## config.mk

```make
export PLATFORM = sky130hd
export DESIGN_NAME = frv_mem_adapter_buf
export DESIGN_NICKNAME = d
export VERILOG_FILES = /design/src/rtl/frv_mem_adapter_buf.sv
export SDC_FILE = /design/constraint.sdc
export NUM_CORES = 1
export LEC_CHECK = 0
export ABC_AREA = 0
export BUFFER_PORTS_ARGS = -buffer_cell sky130_fd_sc_hd__buf_2
export CORE_UTILIZATION = 35
export DETAILED_ROUTE_END_ITERATION = 8
export PLACE_DENSITY_LB_ADDON = 0.12
export SLEW_MARGIN = 5
export SYNTH_ARGS = -nofsm -noshare
export SYNTH_HDL_FRONTEND = slang
export SYNTH_SLANG_ARGS = --single-unit
```

## constraint.sdc

```tcl
create_clock -name clk_i -period 2.2 [get_ports clk_i]
set_input_delay 0.11 -clock clk_i [delete_from_list [all_inputs] [get_ports clk_i]]
set_output_delay 0.11 -clock clk_i [all_outputs]
set_load 0.03 [all_outputs]
```

## src/rtl/frv_mem_adapter_buf.sv

```systemverilog
// Core-to-memory adapter with credit-limited response FIFO.
// Define FRV_MEM_ADAPTER_BYPASS_EN to let a response skip the empty FIFO.
module frv_mem_adapter_buf #(
  parameter int DATA_W = 32,
  parameter int ADDR_W = 32,
  parameter int DEPTH  = 2
) (
  input  logic                  clk_i,
  input  logic                  rst_ni,
  input  logic                  mem_req,
  input  logic                  mem_wen,
  input  logic [DATA_W/8-1:0]   mem_strb,
  input  logic [DATA_W-1:0]     mem_wdata,
  input  logic [ADDR_W-1:0]     mem_addr,
  output logic                  mem_gnt,
  output logic                  mem_recv,
  input  logic                  mem_ack,
  output logic                  mem_error,
  output logic [DATA_W-1:0]     mem_rdata,
  output logic                  out_mem_req,
  input  logic                  out_mem_gnt,
  output logic [ADDR_W-1:0]     out_mem_addr,
  output logic [DATA_W-1:0]     out_mem_wdata,
  output logic [DATA_W/8-1:0]   out_mem_strb,
  output logic                  out_mem_we,
  input  logic [DATA_W-1:0]     out_mem_rdata,
  input  logic                  out_mem_err
);

  localparam int PW = (DEPTH > 1) ? $clog2(DEPTH) : 1;
  localparam int CW = $clog2(DEPTH + 1);
  localparam logic [CW:0]   DEPTH_C = (CW+1)'(DEPTH);
  localparam logic [PW-1:0] LAST    = PW'(DEPTH - 1);

  logic [CW-1:0]     r_count;
  logic [PW-1:0]     r_wptr;
  logic [PW-1:0]     r_rptr;
  logic              r_inflight;
  logic [DATA_W-1:0] r_data [DEPTH];
  logic              r_err  [DEPTH];

  logic [CW:0] w_used;
  logic        w_credit_ok;
  logic        w_nempty;
  logic        w_bypass;
  logic        w_push;
  logic        w_pop;

  function automatic logic [PW-1:0] ptr_inc(input logic [PW-1:0] p);
    return (p == LAST) ? '0 : p + PW'(1);
  endfunction

  // Credits use registered state only, so a pop frees space next cycle.
  assign w_used      = {1'b0, r_count} + {{CW{1'b0}}, r_inflight};
  assign w_credit_ok = w_used < DEPTH_C;

  assign out_mem_req   = rst_ni & mem_req & w_credit_ok;
  assign mem_gnt       = out_mem_req & out_mem_gnt;
  assign out_mem_addr  = mem_addr;
  assign out_mem_wdata = mem_wdata;
  assign out_mem_strb  = mem_strb;
  assign out_mem_we    = mem_wen;

  assign w_nempty = r_count != '0;

`ifdef FRV_MEM_ADAPTER_BYPASS_EN
  assign w_bypass = r_inflight & ~w_nempty;
`else
  assign w_bypass = 1'b0;
`endif

  assign w_push   = r_inflight & ~(w_bypass & mem_ack);
  assign w_pop    = w_nempty & mem_ack;
  assign mem_recv = w_nempty | w_bypass;

  always_comb begin
    mem_rdata = '0;
    mem_error = 1'b0;
    unique case (1'b1)
      w_nempty: begin
        mem_rdata = r_data[r_rptr];
        mem_error = r_err[r_rptr];
      end
      w_bypass: begin
        mem_rdata = out_mem_rdata;
        mem_error = out_mem_err;
      end
      default: ;
    endcase
  end

  always_ff @(posedge clk_i or negedge rst_ni) begin
    if (!rst_ni) begin
      r_count    <= '0;
      r_wptr     <= '0;
      r_rptr     <= '0;
      r_inflight <= 1'b0;
    end else begin
      r_inflight <= mem_gnt;
      if (w_push) r_wptr <= ptr_inc(r_wptr);
      if (w_pop)  r_rptr <= ptr_inc(r_rptr);
      if (w_push && !w_pop)
        r_count <= r_count + CW'(1);
      else if (w_pop && !w_push)
        r_count <= r_count - CW'(1);
    end
  end

  always_ff @(posedge clk_i) begin
    if (w_push) begin
      r_data[r_wptr] <= out_mem_rdata;
      r_err[r_wptr]  <= out_mem_err;
    end
  end

endmodule

```

==> results.yml <==
run_status:
  status: "complete, but fails checks"
  violations: "design-rule violations"
critical_path:
  cp.arrival_ps: 1780
  crit-reg2reg-launch: "r_count[0]"
  r2r_cells: 7
  critical_path_required_ps: 2090
  cp-end-kind: "primary output"
  critPathLaunchType: "flop"
  reg2reg_to: "r_count[1]"
  path_max_fanout: 24
  crit_type: "reg2out"
  r2r_slack_ps: 660
layout:
  layoutNonFillerInstCount: 389
  ff_latch_area_sq_mm: 0.002108
  antennaDiodeCount: 0
  multi_input_area_sq_um: 570.5
  drive_above_1_share_pct: 35.94
  fillerInstances: 830
  nets: 384
  area_growth_syn_to_layout_pct: 15.88
synthesis:
  ys_ff_latch: 71
  synth_compound_area_share_pct: 0.2301
  synth-async-reset-ratio_pct: 7.042
  synth_top_family_by_area: "buffers and inverters"
  synth_top_area_share_pct: 60.76
  syn_area_per_cell_sq_um: 14.31
  ys_top_cells_by_count: "buf_4, edfxtp_1, nor2_1"
  synthSimpleGateAreaFrac_pct: 5.140
  syn_inst: 228
  synthAdderAreaFrac_pct: 0.3836
  netlist_area_sq_mm: 0.003262
  synth.distinct_cells: 18
  synth_ff_type: "edfxtp_1"
  synth_top_area_cell: "edfxtp_1"
  synth_mux_area_share_pct: 10.13
  seq_area_frac_synth_pct: 64.60
  synth_nets: 336
  ys_warn_count: 0
  synth-edff-count: 66
  synth_xor_xnor_area_share_pct: 1.343
  ys_top_cells_by_area: "edfxtp_1, buf_4, mux2i_1"
  yosysMostFrequentCell: "buf_4"
global_route:
  grt_antenna_before_repair: 0
  first_global_vias: 1763
  globalRouteOverflowTotal: 0
  grtUsageTotal_pct: 14.61
  grt_max_degree: 25
  grt_pass1_wl_um: 10160
floorplanning:
  die_y_um: 98.54
  io-pin-count: 212
  initial_core_util_pct: 36.69
  die_width_um: 98.54
  die_area_sq_mm: 0.009710
  rows: 34
  coreArea_sq_mm: 0.008891
cts:
  root_buffer: "clkbuf_8"
  htreeDepth: 3
  cts_buffers: 9
  cts_buffer_depth: 2
  clk-insertion-delay-late_ps: 340
  clkSinkCount: 71
  post_cts_buffers: 0
  tritoncts: "done"
  cts.clk_slew.worst_paths_ps: 80
sta:
  worstMarginPinSlew_ps: 532.1
  finalSetupTns_ps: 0
  max_freq_ghz: 0.5281
  rsz0062_at_grt: "false"
  fin_worst_skew_ps: 4.463
  hold_viol_final: 0
  finalSetupViolCount: 0
  slew_headroom_pct: 64.45
  fin_crit_ps: 1894
  maxSlewViolCount: 0
  period_share_pct: 86.07
drt:
  drc: 18
  drt_first_pass_iters: 6
  via_count: 1717
  wl_per_cell_um: 18.14
  drtIter0Drc: 48
  drt-total-wl_um: 7055
  via_per_inst: 4.414
  antenna_left: 0
place:
  dp_cells: 339
  io_buffers: 73
  hpwl_um: 5100
  place_congestion: 0.6494
pwr:
  pwr-share-clk_pct: 20.4
  p_int_mw: 2.631
  p_seq_share_pct: 38.2
  finalPower_mw: 4.440
  p_sw_share_pct: 40.75
  p_comb_share_pct: 41.4
  p_leak_nw: 1.541
  p_per_area_mw_per_mm2: 1175
  p_sw_mw: 1.809
  peakVddDrop_uv: 551.6
worst_hold_path:
  hold_depth: 2
  hp-class: "in2reg"
  hp-start: "out_mem_gnt"
  hold_end: "r_inflight"
flow_run:
  maxCapViolations: 0
==> layout by cell type, fill, tap and decap left out <==
cell	count
dfrtp_1	4
xor2_1	3
mux2i_1	33
and2_2	1
nand2_1	1
and2_1	1
clkinv_4	2
nor2_1	34
clkinv_2	2
nor2_4	1
edfxtp_1	66
dlygate4sd3_1	34
a211oi_1	1
xnor2_1	2
clkinvlp_4	3
buf_2	73
dfrtp_2	1
clkbuf_8	9
inv_2	1
nor2b_4	1
buf_4	3
ha_1	1
nand2_2	1
buf_12	3
==> final cells by class <==
cell class / instances / area share (%)
Inverter: 1 / 0.09930
Multi-Input combinational cell: 80 / 15.09
Timing Repair Buffer: 113 / 20.85
Tap cell: 108 / 3.575
Clock buffer: 9 / 3.277
Sequential cell: 71 / 55.78
Clock inverter: 7 / 1.324
==> layer usage <==
| layer | vias up | share of wire (%) | GRT usage, % | routed length (um) |
|---|---|---|---|---|
| met2 | 117 | 52 | 25.68 | 3666 |
| met5 | - | 0 | 0 | 0 |
| met4 | 0 | 1.9 | 7.577 | 136 |
| met3 | 17 | 14 | 9.574 | 1000 |
| met1 | 772 | 32 | 12.60 | 2252 |
| li1 | 811 | - | - | - |
==> power groups by stage <==
| stage | Sequential (mW) | Clock [mW] | Combinational, mW |
|---|---|---|---|
| 2_1_floorplan | 1.67 | 0 | 1.63 |
| 3_3_place_gp | 1.72 | 0 | 1.82 |
| 3_5_place_dp | 1.73 | 0 | 1.83 |
| 4_1_cts | 1.70 | 0.933 | 1.88 |
| 5_1_grt | 1.71 | 0.987 | 1.96 |
| 6_report | 1.70 | 0.904 | 1.84 |
==> metrics by stage <==
step | cell area (sq um) | setup slack [ps] | hold slack, ps | utilization (%)
after global routing | 3780 | 213.2 | 2.491 | 42.51
final | 3780 | 306.4 | 11.77 | 42.51
after floorplan | 3264 | 405.2 | -185.6 | -
after CTS | 3780 | 246.9 | 0.7713 | 42.51
after detailed placement | 3266 | 633.7 | -61.12 | 36.73
after global placement | 3266 | 661.4 | -58.53 | 36.73
==> logic make-up after synthesis <==
family | after synthesis
compound gates | 1
xor+xnor | 5
fa+ha+maj | 1
buf+inv | 77
flops | 71
mux | 33
simple gates | 40
==> registers in the layout (all words and copies together) (netlist names) <==
signal,cells
r_err,2
r_inflight,1
r_data,64
r_count,2
r_wptr,1
r_rptr,1
==> worst max-delay path, stage by stage, from the launching register on <==
cell and delay, ps:
dfrtp_1 460, nor2_4 320, buf_4 350, nor2_1 110
buf_2 190
==> worst max path at each step <==
stage                         end  depth (start not counted)        from
finish              mem_rdata[31]                          4  r_count[0]
global route        mem_rdata[31]                          4  r_count[0]
CTS                 mem_rdata[31]                          4  r_count[0]
detailed placement  mem_rdata[31]                          4  r_count[0]
global placement    mem_rdata[31]                          4  r_count[0]
floorplan              r_inflight                          2  r_count[0]
==> what timing repair did <==
action / CTS / global route
hold buffers: 34 / 0
resized for setup: 0 / 0
hold endpoints to repair: 71 / 0
Note: power is estimated with default switching activity, not from simulation.
